`src/rtl/rv32_pkg.sv`:
```
// ============================================================================
//  Module      : rv32_pkg
//  Description : RV32I opcode and ALU-op encodings, ID/EX control bundle and
//                register-usage decode helpers.
//  Revision    : 1.0  initial release
// ============================================================================
`default_nettype none

package rv32_pkg;

    localparam logic [6:0] OP_R      = 7'b0110011;
    localparam logic [6:0] OP_IMM    = 7'b0010011;
    localparam logic [6:0] OP_LOAD   = 7'b0000011;
    localparam logic [6:0] OP_STORE  = 7'b0100011;
    localparam logic [6:0] OP_BRANCH = 7'b1100011;
    localparam logic [6:0] OP_JAL    = 7'b1101111;
    localparam logic [6:0] OP_JALR   = 7'b1100111;
    localparam logic [6:0] OP_LUI    = 7'b0110111;
    localparam logic [6:0] OP_AUIPC  = 7'b0010111;

    localparam logic [3:0] ALU_ADD  = 4'd0;
    localparam logic [3:0] ALU_SUB  = 4'd1;
    localparam logic [3:0] ALU_SLL  = 4'd2;
    localparam logic [3:0] ALU_SLT  = 4'd3;
    localparam logic [3:0] ALU_SLTU = 4'd4;
    localparam logic [3:0] ALU_XOR  = 4'd5;
    localparam logic [3:0] ALU_SRL  = 4'd6;
    localparam logic [3:0] ALU_OR   = 4'd7;
    localparam logic [3:0] ALU_AND  = 4'd8;
    localparam logic [3:0] ALU_SRA  = 4'd9;

    typedef struct packed {
        logic [3:0] alu_op;
        logic       alu_src;
        logic       mem_to_reg;
        logic       reg_write;
        logic       mem_read;
        logic       mem_write;
        logic       branch;
        logic       jal;
        logic       jalr;
        logic [2:0] funct3;
    } ctrl_t;

    function automatic logic uses_rs1(input logic [6:0] opcode);
        return !(opcode == OP_LUI || opcode == OP_AUIPC || opcode == OP_JAL);
    endfunction

    function automatic logic uses_rs2(input logic [6:0] opcode);
        return (opcode == OP_R || opcode == OP_STORE || opcode == OP_BRANCH);
    endfunction

endpackage

`default_nettype wire

```
`src/rtl/hazard_detect.sv`:
```
// ============================================================================
//  Module      : hazard_detect
//  Description : Combinational load-use detection of the ID instruction
//                against the load currently held in EX.
//  Revision    : 1.0  initial release
// ============================================================================
`default_nettype none

module hazard_detect
    import rv32_pkg::*;
(
    input  logic       id_valid,
    input  logic [6:0] id_opcode,
    input  logic [4:0] id_rs1,
    input  logic [4:0] id_rs2,
    input  logic       ex_valid,
    input  logic       ex_mem_read,
    input  logic [4:0] ex_rd,
    output logic       load_use
);

    logic w_rs1_hit;
    logic w_rs2_hit;

    always_comb begin
        w_rs1_hit = uses_rs1(id_opcode) && (id_rs1 == ex_rd);
        w_rs2_hit = uses_rs2(id_opcode) && (id_rs2 == ex_rd);
        // x0 is never a real producer, so a load to x0 cannot create a hazard
        load_use  = ex_valid && ex_mem_read && (ex_rd != 5'd0) && id_valid
                    && (w_rs1_hit || w_rs2_hit);
    end

endmodule

`default_nettype wire

```
`src/rtl/id_ex_stage.sv`:
```
// ============================================================================
//  Module      : id_ex_stage
//  Description : ID/EX pipeline register with load-use bubble insertion,
//                flush/hold priority and a saturating bubble counter.
//  Revision    : 1.0  initial release
// ============================================================================
`default_nettype none

module id_ex_stage
    import rv32_pkg::*;
#(
    parameter int XLEN  = 32,
    parameter int CNT_W = 32
) (
    input  logic             clk,
    input  logic             rst,
    input  logic             id_valid,
    input  logic [6:0]       id_opcode,
    input  logic [3:0]       id_alu_op,
    input  logic             id_alu_src,
    input  logic             id_mem_to_reg,
    input  logic             id_reg_write,
    input  logic             id_mem_read,
    input  logic             id_mem_write,
    input  logic             id_branch,
    input  logic             id_jal,
    input  logic             id_jalr,
    input  logic [2:0]       id_funct3,
    input  logic [XLEN-1:0]  id_pc,
    input  logic [XLEN-1:0]  id_rs1_data,
    input  logic [XLEN-1:0]  id_rs2_data,
    input  logic [XLEN-1:0]  id_imm,
    input  logic [4:0]       id_rs1,
    input  logic [4:0]       id_rs2,
    input  logic [4:0]       id_rd,
    input  logic             flush,
    input  logic             ex_hold,
    output logic             stall_if_id,
    output logic             ex_valid,
    output logic [3:0]       ex_alu_op,
    output logic             ex_alu_src,
    output logic             ex_mem_to_reg,
    output logic             ex_reg_write,
    output logic             ex_mem_read,
    output logic             ex_mem_write,
    output logic             ex_branch,
    output logic             ex_jal,
    output logic             ex_jalr,
    output logic [2:0]       ex_funct3,
    output logic [XLEN-1:0]  ex_pc,
    output logic [XLEN-1:0]  ex_rs1_data,
    output logic [XLEN-1:0]  ex_rs2_data,
    output logic [XLEN-1:0]  ex_imm,
    output logic [4:0]       ex_rs1,
    output logic [4:0]       ex_rs2,
    output logic [4:0]       ex_rd,
    output logic [CNT_W-1:0] bubble_cnt
);

    ctrl_t             w_id_ctrl;
    ctrl_t             ctrl_d,     ctrl_q;
    logic              valid_d,    valid_q;
    logic [XLEN-1:0]   pc_d,       pc_q;
    logic [XLEN-1:0]   rs1_data_d, rs1_data_q;
    logic [XLEN-1:0]   rs2_data_d, rs2_data_q;
    logic [XLEN-1:0]   imm_d,      imm_q;
    logic [4:0]        rs1_d,      rs1_q;
    logic [4:0]        rs2_d,      rs2_q;
    logic [4:0]        rd_d,       rd_q;
    logic [CNT_W-1:0]  cnt_d,      cnt_q;
    logic              w_load_use;

    hazard_detect u_hazard_detect (
        .id_valid    (id_valid),
        .id_opcode   (id_opcode),
        .id_rs1      (id_rs1),
        .id_rs2      (id_rs2),
        .ex_valid    (valid_q),
        .ex_mem_read (ctrl_q.mem_read),
        .ex_rd       (rd_q),
        .load_use    (w_load_use)
    );

    assign stall_if_id = (w_load_use && !flush) || ex_hold;

    always_comb begin
        w_id_ctrl = '{alu_op:     id_alu_op,
                      alu_src:    id_alu_src,
                      mem_to_reg: id_mem_to_reg,
                      reg_write:  id_reg_write,
                      mem_read:   id_mem_read,
                      mem_write:  id_mem_write,
                      branch:     id_branch,
                      jal:        id_jal,
                      jalr:       id_jalr,
                      funct3:     id_funct3};

        valid_d    = valid_q;
        ctrl_d     = ctrl_q;
        pc_d       = pc_q;
        rs1_data_d = rs1_data_q;
        rs2_data_d = rs2_data_q;
        imm_d      = imm_q;
        rs1_d      = rs1_q;
        rs2_d      = rs2_q;
        rd_d       = rd_q;
        cnt_d      = cnt_q;

        // Flush outranks hold so a killed instruction never lingers in EX
        if (flush || (!ex_hold && w_load_use)) begin
            valid_d    = 1'b0;
            ctrl_d     = '0;
            pc_d       = '0;
            rs1_data_d = '0;
            rs2_data_d = '0;
            imm_d      = '0;
            rs1_d      = '0;
            rs2_d      = '0;
            rd_d       = '0;
            if (!flush && (cnt_q != {CNT_W{1'b1}})) begin
                cnt_d = cnt_q + CNT_W'(1);
            end
        end else if (!ex_hold) begin
            valid_d    = id_valid;
            ctrl_d     = id_valid ? w_id_ctrl : '0;
            pc_d       = id_pc;
            rs1_data_d = id_rs1_data;
            rs2_data_d = id_rs2_data;
            imm_d      = id_imm;
            rs1_d      = id_rs1;
            rs2_d      = id_rs2;
            rd_d       = id_rd;
        end
    end

    always_ff @(posedge clk or posedge rst) begin
        if (rst) begin
            valid_q    <= 1'b0;
            ctrl_q     <= '0;
            pc_q       <= '0;
            rs1_data_q <= '0;
            rs2_data_q <= '0;
            imm_q      <= '0;
            rs1_q      <= '0;
            rs2_q      <= '0;
            rd_q       <= '0;
            cnt_q      <= '0;
        end else begin
            valid_q    <= valid_d;
            ctrl_q     <= ctrl_d;
            pc_q       <= pc_d;
            rs1_data_q <= rs1_data_d;
            rs2_data_q <= rs2_data_d;
            imm_q      <= imm_d;
            rs1_q      <= rs1_d;
            rs2_q      <= rs2_d;
            rd_q       <= rd_d;
            cnt_q      <= cnt_d;
        end
    end

    assign ex_valid      = valid_q;
    assign ex_alu_op     = ctrl_q.alu_op;
    assign ex_alu_src    = ctrl_q.alu_src;
    assign ex_mem_to_reg = ctrl_q.mem_to_reg;
    assign ex_reg_write  = ctrl_q.reg_write;
    assign ex_mem_read   = ctrl_q.mem_read;
    assign ex_mem_write  = ctrl_q.mem_write;
    assign ex_branch     = ctrl_q.branch;
    assign ex_jal        = ctrl_q.jal;
    assign ex_jalr       = ctrl_q.jalr;
    assign ex_funct3     = ctrl_q.funct3;
    assign ex_pc         = pc_q;
    assign ex_rs1_data   = rs1_data_q;
    assign ex_rs2_data   = rs2_data_q;
    assign ex_imm        = imm_q;
    assign ex_rs1        = rs1_q;
    assign ex_rs2        = rs2_q;
    assign ex_rd         = rd_q;
    assign bubble_cnt    = cnt_q;

endmodule

`default_nettype wire

```
`config.mk`:
```
export PLATFORM = sky130hd
export DESIGN_NAME = id_ex_stage
export DESIGN_NICKNAME = d
export VERILOG_FILES = /design/src/rtl/rv32_pkg.sv /design/src/rtl/hazard_detect.sv /design/src/rtl/id_ex_stage.sv
export SDC_FILE = /design/constraint.sdc
export NUM_CORES = 1
export LEC_CHECK = 0
export ABC_AREA = 1
export CORE_MARGIN = 3
export CORE_UTILIZATION = 48
export CTS_BUF_LIST = sky130_fd_sc_hd__clkbuf_8
export DETAILED_ROUTE_END_ITERATION = 8
export GPL_ROUTABILITY_DRIVEN = 0
export PLACE_DENSITY_LB_ADDON = 0.12
export SLEW_MARGIN = 10
export SYNTH_ARGS = -nofsm -noshare
export SYNTH_HDL_FRONTEND = slang
export SYNTH_SLANG_ARGS = --single-unit
```
`constraint.sdc`:
```
create_clock -name clk -period 19.8 [get_ports clk]
set_clock_uncertainty 0.15 [all_clocks]
set_input_delay 3.96 -clock clk [delete_from_list [all_inputs] [get_ports clk]]
set_output_delay 3.96 -clock clk [all_outputs]
set_load 0.005 [all_outputs]
```
==> impl_metrics.ini, run 1 <==
[sta]
hold_ws_ps = 368
fin_ws_ps = 9450
max_freq_mhz = 96.6
rsz0062_at_grt = no
slew_headroom_pct = 25.1
fin_crit_ps = 10350
setup_violations = 0
timing.final.max_slew_violations = 0
hold_viol = 0
final.period_utilization_pct = 52.3
tightestPinTransition_ps = 1120
setup_tns_ps = 0

[finish]
final.fill_count = 1414
design_area_um2 = 12900
syn2layout_area_growth_pct = 45.8
seq_area_um2 = 4780
multi_input_area_um2 = 3550
nets = 1605
final_common_cell = nand2_1
final_cell_mix = nand2_1, clkdlybuf4s50_1, dfrtp_1, a21oi_1, nor2_1
drive_above_1_share_pct = 3.32

[placement]
dpl.hpwl_um = 20300
placedInstanceArea_um2 = 12500
port_buffers = 361
pre_cts_ws_ps = 9420

[clock_network]
root_buffer = clkbuf_8
cts_sinks = 191
clk_path_buf_depth = 2
cts_resized = 0
cts_made_buffers = 17
htreeDepth = 4
cts_setup_buffers = 0
clk_pin_slew_ps = 80
cts_hold_buf = 0
clkLatencyLatePin_ps = 460
cts_tree = done

[logic_synthesis]
syn_area_per_cell_um2 = 7.91
muxShareOfSynthArea_pct = 0
ys_ff_latch = 191
yosysWarningCount = 0
synth_top_family_by_area = simple AND/OR/NAND/NOR gates
syn_area_um2 = 8820
synth_xor_area_share_pct = 2.48
async_reset_ff_share_pct = 100
ys_seq_area_share_pct = 54.2
yosys.area_share.simple_pct = 29.1
ys.flop_type = dfrtp_1
syn-num-nets = 1286
synth_fa_ha_area_share_pct = 0.142
synth-edff-count = 0
syn_inst = 1115
synth_compound_area_share_pct = 8.44
synth.distinct_cells = 24

[global_route]
antenna_found_initial = 5
grt_pass1_wl_um = 43900
grt_pass1_vias = 8030
track_usage_pct = 27.6
grt_max_degree = 177
grt_overflow = 0

[hold_path]
holdPathEnd = ex_funct3[1]
worstHoldStart = ex_funct3[1]
hold_depth = 2
hp-class = reg2reg

[drt]
drt_iter0_drc = 690
wl_per_cell_um = 17.0
drcViolationCount = 0
drt_pass1_iterations = 5
drtAntennaViolNets = 0
finalWirelength_um = 28600
vias = 8647
viasPerCell = 5.16

[setup_path]
crit_type = in2out
crit_start = id_valid
startpoint_type = input pin
worstPathRequired_ps = 15690
arrival_ps = 6240
critical_path.endpoint_type = primary output
rr_startpoint = ex_rd[4]
reg2regPathDepth = 12
regToRegSetupSlack_ps = 16380
r2r-end = bubble_cnt[3]
critical_path.max_fanout = 17

[power]
internal-power_w = 0.000607
ir_worst_vdd_uv = 48.3
clockPowerShare_pct = 30.8
swShare_pct = 27.0
combPwrFrac_pct = 18.0
switching_power_w = 0.000224
power.leakage_nw = 5.84
power_density_nw_per_um2 = 64.6
power_frac_seq_pct = 51.2

[floorplan]
num_rows = 48
core_um2 = 17700
pin_count = 362
dieArea_um2 = 20000
fp.dieH_um = 142
die_width_um = 142
initial_utilization_pct = 49.9

[outcome]
status = finished, final reports clean

[flow_run]
drv_cap = 0
metrics by stage:
stage	utilization, %	cells	power [W]
finish	72.8	1675	0.000831
global route	72.8	1675	0.000870
CTS	72.8	1671	0.000838
detailed placement	70.6	1640	0.000584
global placement	70.6	1640	0.000581
floorplan	-	1115	0.000490
per-layer routing:
metal / vias up / track usage (%) / wire, um
met1: 4091 / 34.3 / 11300
met2: 340 / 46.6 / 14200
li1: 4171 / - / -
met4: 2 / 9.19 / 743
met5: - / 0 / 13
met3: 43 / 7.92 / 2260
Yosys cell counts (10+ instances only):
| library cell | instances | share of area [%] |
|---|---|---|
| a21oi_1 | 131 | 7.4 |
| buf_2 | 17 | 0.96 |
| buf_4 | 10 | 0.85 |
| clkbuf_1 | 36 | 1.5 |
| dfrtp_1 | 191 | 54 |
| inv_1 | 45 | 1.9 |
| nand2_1 | 478 | 20 |
| nand3_1 | 54 | 3.1 |
| nand4_1 | 20 | 1.4 |
| nor2_1 | 62 | 2.6 |
| o21ai_0 | 16 | 0.91 |
| xor2_1 | 16 | 1.6 |
cells by family after synthesis:
family	count (synthesis)
xor gates and xnor gates	25
DFF	191
buffers and inverters	115
AOI/OAI and AO/OA	148
adders and majority gates	1
and+or+nand+nor	635
power groups by stage:
stage | combinational [W] | clock [W] | sequential [W]
final | 0.000150 | 0.000256 | 0.000425
after global routing | 0.000164 | 0.000278 | 0.000428
after CTS | 0.000151 | 0.000262 | 0.000425
after detailed placement | 0.000151 | 0 | 0.000433
after global placement | 0.000149 | 0 | 0.000432
after floorplan | 0.0000573 | 0 | 0.000433
area by class of cell:
class	count	share of cell area, %
multi-input cells	809	27.6
repair buffers	366	28.4
clock inverters	13	1.09
diodes	4	0.0779
inverters	49	1.51
flip-flops and latches	191	37.2
well taps	225	2.19
clock buffers	18	1.93
worst max path at each step:
stage               endpoint  slack (ps)  cells past startpoint
2_1_floorplan  bubble_cnt[0]       10490                      1
3_3_place_gp     stall_if_id        9450                      6
3_5_place_dp     stall_if_id        9420                      6
4_1_cts          stall_if_id        9430                      6
5_1_grt          stall_if_id        9180                      6
6_report         stall_if_id        9450                      6
critical path: stages:
cell and delay, ps:
clkdlybuf4s50_1 820, nand3_1 130, nor2_1 140, nand2_1 350, o21ai_0 280, clkdlybuf4s50_1 540
No activity file was read; power rests on OpenSTA's default activity.
==> inputs of run 2 (changes only) <==
Settings changed: CORE_UTILIZATION 48 to 40.
Clock period 19.8 ns to 9.5 ns, I/O delays scaled along.
==> run 2 against run 1 <==
Via count fell by 1.6%. Count of clock-buffer cells in the layout fell by 1. Global-route usage fell by 3.6 points. Power rose by 110%. Critical path depth did not move. Largest cell class unchanged. Sequential share of layout area fell by 0.23 points.
==> impl_metrics.ini, run 2 (synthesis gave the netlist of run 1 again) <==
[floorplan]
fp.dieH_um = 154
pin_count = 362
num_rows = 53
dieArea_um2 = 23900
die_width_um = 154
core_um2 = 21400
initial_utilization_pct = 41.3

[finish]
seq_area_um2 = 4780
syn2layout_area_growth_pct = 46.7
final_cell_mix = nand2_1, clkdlybuf4s50_1, dfrtp_1, a21oi_1, nor2_1
fin_cells = 1724
nets = 1606
drive_above_1_share_pct = 3.52
final.fill_count = 1934
multi_input_area_um2 = 3550
final_common_cell = nand2_1

[clock_network]
clkLatencyLatePin_ps = 470
root_buffer = clkbuf_8
cts_tree = done
cts_hold_buf = 0
clk_pin_slew_ps = 90
cts_made_buffers = 17
cts_sinks = 191
cts_setup_buffers = 0
clk_path_buf_depth = 2
htreeDepth = 4
cts_resized = 0

[drt]
drt_pass1_iterations = 6
vias = 8509
drtAntennaViolNets = 0
wl_per_cell_um = 17.1
viasPerCell = 4.94
drcViolationCount = 0
drt_iter0_drc = 632
finalWirelength_um = 29400

[power]
power_frac_seq_pct = 50.3
clockPowerShare_pct = 31.9
ir_worst_vdd_uv = 78.7
internal-power_w = 0.00125
power.leakage_nw = 5.86
combPwrFrac_pct = 17.7
power_density_nw_per_um2 = 136
switching_power_w = 0.000514
swShare_pct = 29.2

[global_route]
gr-usage-met2_pct = 38.9
grt_overflow = 0
use_met1_pct = 31.1
grt_pass1_wl_um = 46000
antenna_found_initial = 1
grt_pass1_vias = 8244
busiest_layer = met2
track_usage_pct = 24.1
use_met3_pct = 6.74
grt_max_degree = 139

[setup_path]
rr_startpoint = ex_rd[4]
worstPathRequired_ps = 7450
critical_path.max_fanout = 17
crit_type = in2out
regToRegSetupSlack_ps = 6320
crit_start = id_valid
arrival_ps = 4220
critPathCapture = stall_if_id
reg2regPathDepth = 12
critical_path.endpoint_type = primary output
startpoint_type = input pin
r2r-end = bubble_cnt[17]

[sta]
final.period_utilization_pct = 66.0
hold_viol = 0
tightestPinTransition_ps = 1130
setup_tns_ps = 0
setup_violations = 0
slew_headroom_pct = 24.6
max_freq_mhz = 159
hold_ws_ps = 360
fin_crit_ps = 6270
rsz0062_at_grt = no
timing.final.max_slew_violations = 0

[flow_run]
drv_cap = 0

[outcome]
status = finished, final reports clean

[placement]
port_buffers = 361
dp.cells = 1691
dpl.hpwl_um = 20500

[hold_path]
hold_depth = 2
hp-class = reg2reg
[run 2: changes by cell type in the layout (fill, tap and decap cells not counted)]
| cell | change |
|---|---|
| buf_4 | +1 |
| bufinv_16 | -1 |
| clkbuf_8 | -1 |
| clkinv_2 | -1 |
| clkinv_4 | -1 |
| clkinv_8 | +2 |
| clkinvlp_4 | -2 |
| diode_2 | -3 |
| inv_1 | -1 |
| inv_6 | +2 |
| inv_8 | +4 |
[run 2: worst min path at each step]
stage / end / startpoint
6_report: bubble_cnt[26] / bubble_cnt[26]
5_1_grt: ex_rs1_data[5] / ex_rs1_data[5]
4_1_cts: bubble_cnt[26] / bubble_cnt[26]
3_5_place_dp: bubble_cnt[26] / bubble_cnt[26]
2_1_floorplan: bubble_cnt[26] / bubble_cnt[26]
3_3_place_gp: bubble_cnt[26] / bubble_cnt[26]
[run 2: layout make-up]
type / instances / share of cell area, %
diodes: 1 / 0.0193
clock buffers: 17 / 1.81
clock inverters: 15 / 1.33
inverters: 49 / 1.50
multi-input cells: 809 / 27.5
flip-flops and latches: 191 / 36.9
well taps: 275 / 2.66
repair buffers: 367 / 28.3
[run 2: worst max-delay path: stages]
cell and delay, ps:
clkdlybuf4s50_1 850, nand3_1 140, nor2_1 150, nand2_1 360, o21ai_0 280, clkdlybuf4s50_1 540
[run 2: power groups by stage]
stage / Clock (W) / Combinational [W] / Sequential, W
floorplan: 0 / 0.000119 / 0.000902
global placement: 0 / 0.000314 / 0.000901
detailed placement: 0 / 0.000316 / 0.000902
CTS: 0.000576 / 0.000317 / 0.000887
global route: 0.000609 / 0.000344 / 0.000894
finish: 0.000563 / 0.000313 / 0.000887
[run 2: per-layer routing]
metal	wire length [um]	up-vias
met1	12000	3961
met5	11	-
met4	823	2
met2	14200	322
met3	2370	51
li1	-	4173
[run 2: per-stage QoR]
step                      setup slack [ps]  total power (W)  instance area [um^2]  util, %
after floorplan                       2250          0.00102                  8820        -
after global placement                3290          0.00121                 12500     58.7
after detailed placement              3260          0.00122                 12500     58.7
after CTS                             3260          0.00178                 12900     60.6
after global routing                  3010          0.00185                 12900     60.6
final                                 3230          0.00176                 12900     60.6
==> inputs of run 3 (changes only) <==
Clock period 9.5 ns to 5.5 ns, I/O delays scaled along.
==> run 3 against run 2 <==
Die area is the same. Power grew 72%. Count of clock-buffer cells in the layout grew 1. Core utilization grew 0.094 points. Combinational power grew 74%.
==> impl_metrics.ini, run 3 (synthesis gave the netlist of run 1 again) <==
[outcome]
status = finished, final reports clean

[setup_path]
startpoint_type = input pin
reg2regPathDepth = 11
r2r-end = ex_imm[17]
worstPathRequired_ps = 4250
critical_path.endpoint_type = primary output
rr_startpoint = ex_rd[4]
critPathCapture = stall_if_id
crit_type = in2out
crit_start = id_opcode[5]
regToRegSetupSlack_ps = 2880
arrival_ps = 3090
critical_path.max_fanout = 17

[sta]
setup_tns_ps = 0
tightestPinTransition_ps = 1290
slew_headroom_pct = 14.1
hold_viol = 0
max_freq_mhz = 230
setup_violations = 0
rsz0062_at_grt = no
hold_ws_ps = 361
final.period_utilization_pct = 79.0
fin_crit_ps = 4340
timing.final.max_slew_violations = 0

[power]
power_density_nw_per_um2 = 233
ir_worst_vdd_uv = 138
power.leakage_nw = 5.85

[clock_network]
htreeDepth = 4
clk_pin_slew_ps = 90
cts_resized = 0
clk_path_buf_depth = 2
cts_tree = done
cts_made_buffers = 17
root_buffer = clkbuf_8
cts_sinks = 191
cts_hold_buf = 0
clkLatencyLatePin_ps = 470
cts_setup_buffers = 0

[finish]
drive_above_1_share_pct = 3.66
seq_area_um2 = 4780
final_util_pct = 60.7
design_area_um2 = 13000
fin_cells = 1725
nets = 1607
final_common_cell = nand2_1
multi_input_area_um2 = 3550
final.fill_count = 1958
final_cell_mix = nand2_1, clkdlybuf4s50_1, dfrtp_1, a21oi_1, nor2_1
syn2layout_area_growth_pct = 46.9

[floorplan]
dieArea_um2 = 23900
pin_count = 362
num_rows = 53
fp.dieH_um = 154
core_um2 = 21400
die_width_um = 154
initial_utilization_pct = 41.3

[drt]
viasPerCell = 4.99
drcViolationCount = 0
drt_pass1_iterations = 5
finalWirelength_um = 29600
vias = 8603
route.met2.wl_um = 14200
top_layer_used = met4
wl_per_cell_um = 17.2
drt_iter0_drc = 714
wl_met1_um = 12400
met3_length_um = 2140
drtAntennaViolNets = 0

[hold_path]
worstHoldStart = bubble_cnt[26]
hp-class = reg2reg

[placement]
port_buffers = 361
dpl.hpwl_um = 20500
placedInstanceArea_um2 = 12600
dp.cells = 1692

[global_route]
grt_pass1_wl_um = 46500
track_usage_pct = 24.3
antenna_found_initial = 1
grt_pass1_vias = 8281
grt_overflow = 0
grt_max_degree = 192

[flow_run]
drv_cap = 0
run 3: worst min path at each step:
| stage | to | depth (start not counted) | slack, ps |
|---|---|---|---|
| 6_report | bubble_cnt[26] | 2 | 360 |
| 3_3_place_gp | bubble_cnt[26] | 2 | 330 |
| 5_1_grt | ex_branch | 2 | 390 |
| 3_5_place_dp | bubble_cnt[26] | 2 | 340 |
| 2_1_floorplan | bubble_cnt[26] | 2 | 340 |
| 4_1_cts | bubble_cnt[26] | 2 | 360 |
run 3: power breakdown:
part	switching (W)	internal (W)
sequential	0.0000561	0.00148
combinational	0.000248	0.000295
clock	0.000560	0.000389
total	0.000865	0.00216
run 3: worst max-delay path: stages:
cell,delay [ps]
clkdlybuf4s50_1,480
nand2_1,60
nor2_1,170
nand2_1,70
nor2_1,110
nand2_1,60
nand2_1,100
nand2_1,60
buf_4,190
o21ai_0,150
clkdlybuf4s50_1,540
run 3: layer usage:
layer,up-vias,GRT usage [%]
met5,-,0
met4,0,9.92
met3,54,6.55
met2,312,39.5
met1,4058,31.1
li1,4179,-
run 3: stage by stage:
stage | setup WS (ps) | total power (W)
floorplan | 1790 | 0.00177
global placement | 1170 | 0.00210
detailed placement | 1170 | 0.00211
CTS | 1170 | 0.00306
global route | 1030 | 0.00317
finish | 1160 | 0.00302
run 3: area by class of cell:
class                           count  share of cell area, %
Antenna cell                        1                 0.0193
Tap cell                          275                   2.66
Timing Repair Buffer              368                   28.5
Multi-Input combinational cell    809                   27.4
Inverter                           49                   1.47
Sequential cell                   191                   36.9
Clock buffer                       18                   1.91
Clock inverter                     14                   1.16
